`src/rtl/spi_pkg.sv`:
```
// Shared SPI definitions: FSM state encodings, default frame length and
// the bit-count width helper used by both the responder and the master driver.
package spi_pkg;

    localparam int SPI_MAXLEN_DEF = 32;

    localparam logic [1:0] ST_IDLE   = 2'd0;
    localparam logic [1:0] ST_ACTIVE = 2'd1;
    localparam logic [1:0] ST_DONE   = 2'd2;

    // Width of a counter that must hold the values 0..maxlen inclusive.
    function automatic int cnt_w(input int maxlen);
        return $clog2(maxlen) + 1;
    endfunction

endpackage

```
`src/rtl/spi_sync_edge.sv`:
```
// Multi-stage synchroniser for an asynchronous pin, with single-cycle rise/fall
// pulses taken from the last two stages of the chain.
module spi_sync_edge #(
    parameter int   SYNC_STAGES = 2,
    parameter logic RST_VAL     = 1'b0
) (
    input  logic clk,
    input  logic sresetn,
    input  logic d_i,
    output logic lvl_o,
    output logic rise_o,
    output logic fall_o
);

    // One extra stage beyond the synchroniser depth serves as the edge-detect history.
    logic [SYNC_STAGES:0] sync_q;

    always_ff @(posedge clk or negedge sresetn) begin
        if (!sresetn) begin
            sync_q <= {(SYNC_STAGES+1){RST_VAL}};
        end else begin
            sync_q <= {sync_q[SYNC_STAGES-1:0], d_i};
        end
    end

    assign lvl_o  = sync_q[SYNC_STAGES-1];
    assign rise_o = sync_q[SYNC_STAGES-1] & ~sync_q[SYNC_STAGES];
    assign fall_o = ~sync_q[SYNC_STAGES-1] & sync_q[SYNC_STAGES];

endmodule

```
`src/rtl/spi_slv.sv`:
```
// SPI responder: oversampled SCLK/SS_N/MOSI, MSB-first shifting, one host word
// per frame through a holding register, received frame reported with its bit count.
module spi_slv
    import spi_pkg::*;
#(
    parameter int SPI_MAXLEN  = SPI_MAXLEN_DEF,
    parameter int SYNC_STAGES = 2
) (
    input  logic                          clk,
    input  logic                          sresetn,
    input  logic                          SCLK,
    input  logic                          SS_N,
    input  logic                          MOSI,
    output logic                          MISO,
    output logic                          miso_oe,
    input  logic [SPI_MAXLEN-1:0]         tx_data,
    input  logic                          tx_valid,
    output logic                          tx_ready,
    output logic                          tx_underrun,
    output logic [SPI_MAXLEN-1:0]         rx_data,
    output logic [cnt_w(SPI_MAXLEN)-1:0]  rx_nbits,
    output logic                          rx_valid,
    output logic                          busy
);

    localparam int CW    = cnt_w(SPI_MAXLEN);
    localparam int FW    = $clog2(SYNC_STAGES + 2);
    localparam int FLUSH = SYNC_STAGES + 1;

    logic sclk_lvl_unused, sclk_rise, sclk_fall;
    logic ss_lvl, ss_rise, ss_fall;
    logic mosi_lvl, mosi_rise_unused, mosi_fall_unused;

    spi_sync_edge #(.SYNC_STAGES(SYNC_STAGES), .RST_VAL(1'b1)) u_sync_sclk (
        .clk(clk), .sresetn(sresetn), .d_i(SCLK),
        .lvl_o(sclk_lvl_unused), .rise_o(sclk_rise), .fall_o(sclk_fall)
    );

    spi_sync_edge #(.SYNC_STAGES(SYNC_STAGES), .RST_VAL(1'b1)) u_sync_ss (
        .clk(clk), .sresetn(sresetn), .d_i(SS_N),
        .lvl_o(ss_lvl), .rise_o(ss_rise), .fall_o(ss_fall)
    );

    spi_sync_edge #(.SYNC_STAGES(SYNC_STAGES), .RST_VAL(1'b0)) u_sync_mosi (
        .clk(clk), .sresetn(sresetn), .d_i(MOSI),
        .lvl_o(mosi_lvl), .rise_o(mosi_rise_unused), .fall_o(mosi_fall_unused)
    );

    logic [1:0]            state_q,    state_d;
    logic [CW-1:0]         cnt_q,      cnt_d;
    logic [SPI_MAXLEN-1:0] hold_q,     hold_d;
    logic                  hold_full_q, hold_full_d;
    logic [SPI_MAXLEN-1:0] tx_shift_q, tx_shift_d;
    logic [SPI_MAXLEN-1:0] rx_shift_q, rx_shift_d;
    logic [SPI_MAXLEN-1:0] rx_data_q,  rx_data_d;
    logic [CW-1:0]         rx_nbits_q, rx_nbits_d;
    logic                  rx_valid_q, rx_valid_d;
    logic                  underrun_q, underrun_d;
    logic                  miso_q,     miso_d;
    logic                  oe_q,       oe_d;
    logic [FW-1:0]         flush_q,    flush_d;
    logic                  armed_q,    armed_d;

    always_comb begin
        state_d     = state_q;
        cnt_d       = cnt_q;
        hold_d      = hold_q;
        hold_full_d = hold_full_q;
        tx_shift_d  = tx_shift_q;
        rx_shift_d  = rx_shift_q;
        rx_data_d   = rx_data_q;
        rx_nbits_d  = rx_nbits_q;
        rx_valid_d  = 1'b0;
        underrun_d  = 1'b0;
        miso_d      = miso_q;
        oe_d        = oe_q;
        flush_d     = flush_q;
        armed_d     = armed_q;

        if (tx_valid && !hold_full_q) begin
            hold_d      = tx_data;
            hold_full_d = 1'b1;
        end

        // The synchronisers wake up reading "deselected"; a frame may only start once
        // they have flushed and SS_N has genuinely been seen high.
        if (flush_q != FW'(FLUSH)) begin
            flush_d = flush_q + FW'(1);
        end else if (ss_lvl) begin
            armed_d = 1'b1;
        end

        case (state_q)
            ST_IDLE: begin
                if (ss_fall && armed_q) begin
                    state_d    = ST_ACTIVE;
                    cnt_d      = '0;
                    rx_shift_d = '0;
                    oe_d       = 1'b1;
                    if (hold_full_q) begin
                        tx_shift_d  = hold_q;
                        miso_d      = hold_q[SPI_MAXLEN-1];
                        hold_full_d = 1'b0;
                    end else begin
                        tx_shift_d = '0;
                        miso_d     = 1'b0;
                        underrun_d = 1'b1;
                    end
                end
            end
            ST_ACTIVE: begin
                if (ss_rise) begin
                    state_d = ST_DONE;
                    oe_d    = 1'b0;
                    miso_d  = 1'b0;
                end else if (ss_fall) begin
                    state_d = ST_ACTIVE;
                end else if (sclk_rise) begin
                    rx_shift_d = {rx_shift_q[SPI_MAXLEN-2:0], mosi_lvl};
                    cnt_d      = (cnt_q == CW'(SPI_MAXLEN)) ? cnt_q : cnt_q + CW'(1);
                end else if (sclk_fall && cnt_q != '0) begin
                    tx_shift_d = tx_shift_q << 1;
                    miso_d     = tx_shift_q[SPI_MAXLEN-2];
                end
            end
            ST_DONE: begin
                state_d    = ST_IDLE;
                tx_shift_d = '0;
                if (cnt_q != '0) begin
                    rx_data_d  = rx_shift_q;
                    rx_nbits_d = cnt_q;
                    rx_valid_d = 1'b1;
                end
            end
            default: begin
                state_d = ST_IDLE;
                oe_d    = 1'b0;
                miso_d  = 1'b0;
            end
        endcase
    end

    always_ff @(posedge clk or negedge sresetn) begin
        if (!sresetn) begin
            state_q     <= ST_IDLE;
            cnt_q       <= '0;
            hold_q      <= '0;
            hold_full_q <= 1'b0;
            tx_shift_q  <= '0;
            rx_shift_q  <= '0;
            rx_data_q   <= '0;
            rx_nbits_q  <= '0;
            rx_valid_q  <= 1'b0;
            underrun_q  <= 1'b0;
            miso_q      <= 1'b0;
            oe_q        <= 1'b0;
            flush_q     <= '0;
            armed_q     <= 1'b0;
        end else begin
            state_q     <= state_d;
            cnt_q       <= cnt_d;
            hold_q      <= hold_d;
            hold_full_q <= hold_full_d;
            tx_shift_q  <= tx_shift_d;
            rx_shift_q  <= rx_shift_d;
            rx_data_q   <= rx_data_d;
            rx_nbits_q  <= rx_nbits_d;
            rx_valid_q  <= rx_valid_d;
            underrun_q  <= underrun_d;
            miso_q      <= miso_d;
            oe_q        <= oe_d;
            flush_q     <= flush_d;
            armed_q     <= armed_d;
        end
    end

    assign MISO        = miso_q;
    assign miso_oe     = oe_q;
    assign tx_ready    = ~hold_full_q;
    assign tx_underrun = underrun_q;
    assign rx_data     = rx_data_q;
    assign rx_nbits    = rx_nbits_q;
    assign rx_valid    = rx_valid_q;
    assign busy        = (state_q == ST_ACTIVE);

endmodule

```
`config.mk`:
```
export PLATFORM = sky130hd
export DESIGN_NAME = spi_slv
export DESIGN_NICKNAME = d
export VERILOG_FILES = /design/src/rtl/spi_pkg.sv /design/src/rtl/spi_sync_edge.sv /design/src/rtl/spi_slv.sv
export SDC_FILE = /design/constraint.sdc
export NUM_CORES = 1
export LEC_CHECK = 0
export BUFFER_PORTS_ARGS = -buffer_cell sky130_fd_sc_hd__buf_2
export CAP_MARGIN = 20
export CORE_ASPECT_RATIO = 0.75
export CORE_MARGIN = 8
export CORE_UTILIZATION = 55
export DETAILED_ROUTE_END_ITERATION = 7
export PLACE_DENSITY = 0.83
export SYNTH_ARGS = -nofsm -noshare
export SYNTH_HDL_FRONTEND = slang
export SYNTH_SLANG_ARGS = --single-unit
```
`constraint.sdc`:
```
create_clock -name clk -period 2.8 [get_ports clk]
set_input_delay 0 -clock clk [delete_from_list [all_inputs] [get_ports clk]]
set_output_delay 0 -clock clk [all_outputs]
set_load 0.01 [all_outputs]
```
==> impl_results.md <==
* Share of cells above drive strength 1 at 36.7%
* Clock network fraction of design power at 31.3%
* Status: complete, no violations
* CP Class: register to register
* Hold Crit Depth at 3
* Critical path capture point type: register
* DIE HEIGHT at 110 µm
* Internal cell power at 0.00543 W
* Area grow syn2layout at 24.6%
* Initial antenna violation count at 0
* Pin count of the biggest net entering global routing at 84
* 1st-pass router iterations at 4
* GR Overflow Total at 0
* Logic pwr share at 29.3%
* DRT iter0 DRCs at 238
* Synth area leader: dfrtp_1
* Count of cell types in the netlist at 44
* Worst min-delay path category: input pin to register
* Final Skew at 0.0217 ns
* Total Routing Usage GR at 18.4%
* RSZ-0062 raised after global routing: false
* IO buf count at 81
* Syn avg cell area at 12.9 µm²
* Post-synth EDFFs at 0
* Place WS at 0.520 ns
* Clock tree from TritonCTS: done
* Post-detail-place hpwl at 8300 µm
* First-pass GRT wire length at 22700 µm
* CTS H-tree lvls at 4
* Max-slew violations at 0
* Reg power frac at 39.4%
* Routed WL per cell at 17.2 µm
* Period utilization at 83.0%
* Crit-path max FO at 34
* Crit path required time at 3.09 ns
* Clock buffer depth at 2
* I/O pins at 82
* Num Clock Sinks at 157
* Least-Margin Pin Slew at 1.15 ns
* Fmax at 431 MHz
* Leakage at 3.87 nW
* Yosys top cell area share at 58.4%
* DRC violations left at 0
* Root Buffer: clkbuf_16
* Post-route setup TNS at 0 ns
* VDD IR max at 694 µV
* Sw Ratio at 30.2%
* CTS clock-pin slew for the worst setup and hold paths at 0.06 ns
* Wirelength, routed at 13600 µm
* Total CTS buffers at 17
* R2r endpoint: rx_data[29]
* Post-DR vias/cell at 5.36
* Final Util at 69.9%
* Fill cell count at 762
* Min-Delay Startpoint: tx_valid
* Min Tclk post-route at 2.32 ns
* PD cells at 966 nW/µm²
* Final worst slack at 0.477 ns
* Worst path arrival time at 2.61 ns
* FF+latch count, synth at 157
* Reported max-cap violation count at 0
* Final Hold Viols at 0
* Final net count at 661
* NetSw at 0.00235 W
* Mapped Nets at 548
* Resized Gates After CTS at 0
* Worst R2R Start: cnt_q[0]
* Ys flop type: dfrtp_1
* DIE AREA at 15500 µm²
* Starting Density at 56.1%
* Synthesized cell area at 6470 µm²
* Vias in the first global route at 4499
* Warnings, synthesis at 0
* Final GP Congestion at 0.833
* Die width at 141 µm
* Core ar. at 11500 µm²
* Post-CTS setup buffers at 0
* Cell count after synthesis at 503
* Crit start category: register
* Commonest cells post-synth: dfrtp_1 (151), mux2_2 (89), nand2_1 (81), o21ai_0 (37), a22o_1 (33)
* Antenna cells at 0
* Register area share after synthesis at 60.9%
* Antenna-violating nets left at 0
* Worst Reg-to-Reg Cells at 6
* Slew headroom at 23.3%
* Synth async-reset ratio at 100%
* FP Rows at 34
* Post-Layout Inst Area at 8060 µm²
* Worst-Skew Late Latency at 0.42 ns
* R2R setup slack at 0.48 ns
* Hold Path End: hold_full_q
* Most common cell in the netlist: dfrtp_1
* Setup-failing EPs final at 0
* Top post-synthesis cells by area: dfrtp_1 (58%), mux2_2 (15%), nand2_1 (4.7%), a22o_1 (4.5%), o21ai_0 (2.9%)
* DR vias at 4243
* DP Area at 7060 µm²
* Hold Worst Slack at 0.145 ns
* Hold-fix buffers, CTS at 36
[metal layers]
metal,vias to the layer above,part of all wire [%],wire length (µm),GRT usage [%]
li1,1999,-,-,-
met1,2143,44,5960,23.0
met2,84,51,6890,30.5
met3,17,3.8,520,4.47
met4,0,1.7,231,8.03
met5,-,0,0,0
[stage by stage]
stage / instances / power [W]
4_1_cts: 791 / 0.00781
3_3_place_gp: 723 / 0.00516
5_1_grt: 791 / 0.00818
2_1_floorplan: 503 / 0.00475
3_5_place_dp: 723 / 0.00530
6_report: 791 / 0.00778
[logic make-up (layout without fill, tap and decap cells)]
family | count (synthesis) | in the layout | share of synthesized area, %
compound gates | 92 | 92 | 10.1
buf+inv | 42 | 168 | 3.02
fa+ha+maj | 7 | 7 | 1.35
flops | 157 | 157 | 60.9
xor+xnor | 2 | 2 | 0.271
simple gates | 106 | 106 | 7.27
mux | 97 | 97 | 17.1
[cells in the final DEF (no fill, tap or decap), types with 4 or more instances in the layout]
cell           netlist  routed
ha_1                 7       6
a22o_1              33      33
clkbuf_16            0      17
nor2b_1              5       4
buf_4                3       8
dfrtp_1            151     151
mux2_4               4       4
dlygate4sd3_1        0      36
o21ai_0             37      37
mux2_2              89      89
dfstp_2              6       6
clkinvlp_4           0       4
bufinv_16            0       4
nand2_1             81      81
nand3_1              5       5
inv_1                9       9
buf_2                3      80
[worst max-delay path, cell delays in order (launching register included)]
cell,delay [ns]
dfrtp_1,0.39
inv_1,0.12
ha_1,0.19
or4b_4,0.52
o21ai_4,0.14
buf_4,0.42
mux2_2,0.40
[worst max-delay path by stage]
stage | from | endpoint | cells past startpoint
final | cnt_q[0] | rx_data[29] | 6
after global routing | state_q[1] | rx_shift_q[0] | 6
after detailed placement | cnt_q[0] | rx_data[20] | 6
after global placement | cnt_q[0] | rx_data[3] | 6
after floorplan | u_sync_ss.sync_q[1] | tx_shift_q[11] | 6
after CTS | cnt_q[0] | rx_data[24] | 6
[registers in the layout, summed over array words and instances, names as in the netlist, 3 cells and up]
signal / flops
tx_shift_q: 31
u_sync_ss.sync_q: 3
rx_data: 32
rx_shift_q: 32
cnt_q: 6
u_sync_sclk.sync_q: 3
hold_q: 32
rx_nbits: 6
[layout make-up]
type / count / area, µm² / share of cell area [%]
inverters: 9 / 33.8 / 0.419
repair buffers: 127 / 872 / 10.8
flip-flops and latches: 157 / 3940 / 48.9
multi-input cells: 304 / 2380 / 29.5
well taps: 162 / 203 / 2.52
clock inverters: 13 / 190 / 2.36
clock buffers: 19 / 443 / 5.50
[power by group through the flow]
stage	clock [W]	combinational (W)	sequential, W
global placement	0	0.00210	0.00306
finish	0.00243	0.00228	0.00307
detailed placement	0	0.00220	0.00309
global route	0.00259	0.00248	0.00312
CTS	0.00248	0.00227	0.00306
floorplan	0	0.00175	0.00300
(Power assumes the default switching activity.)
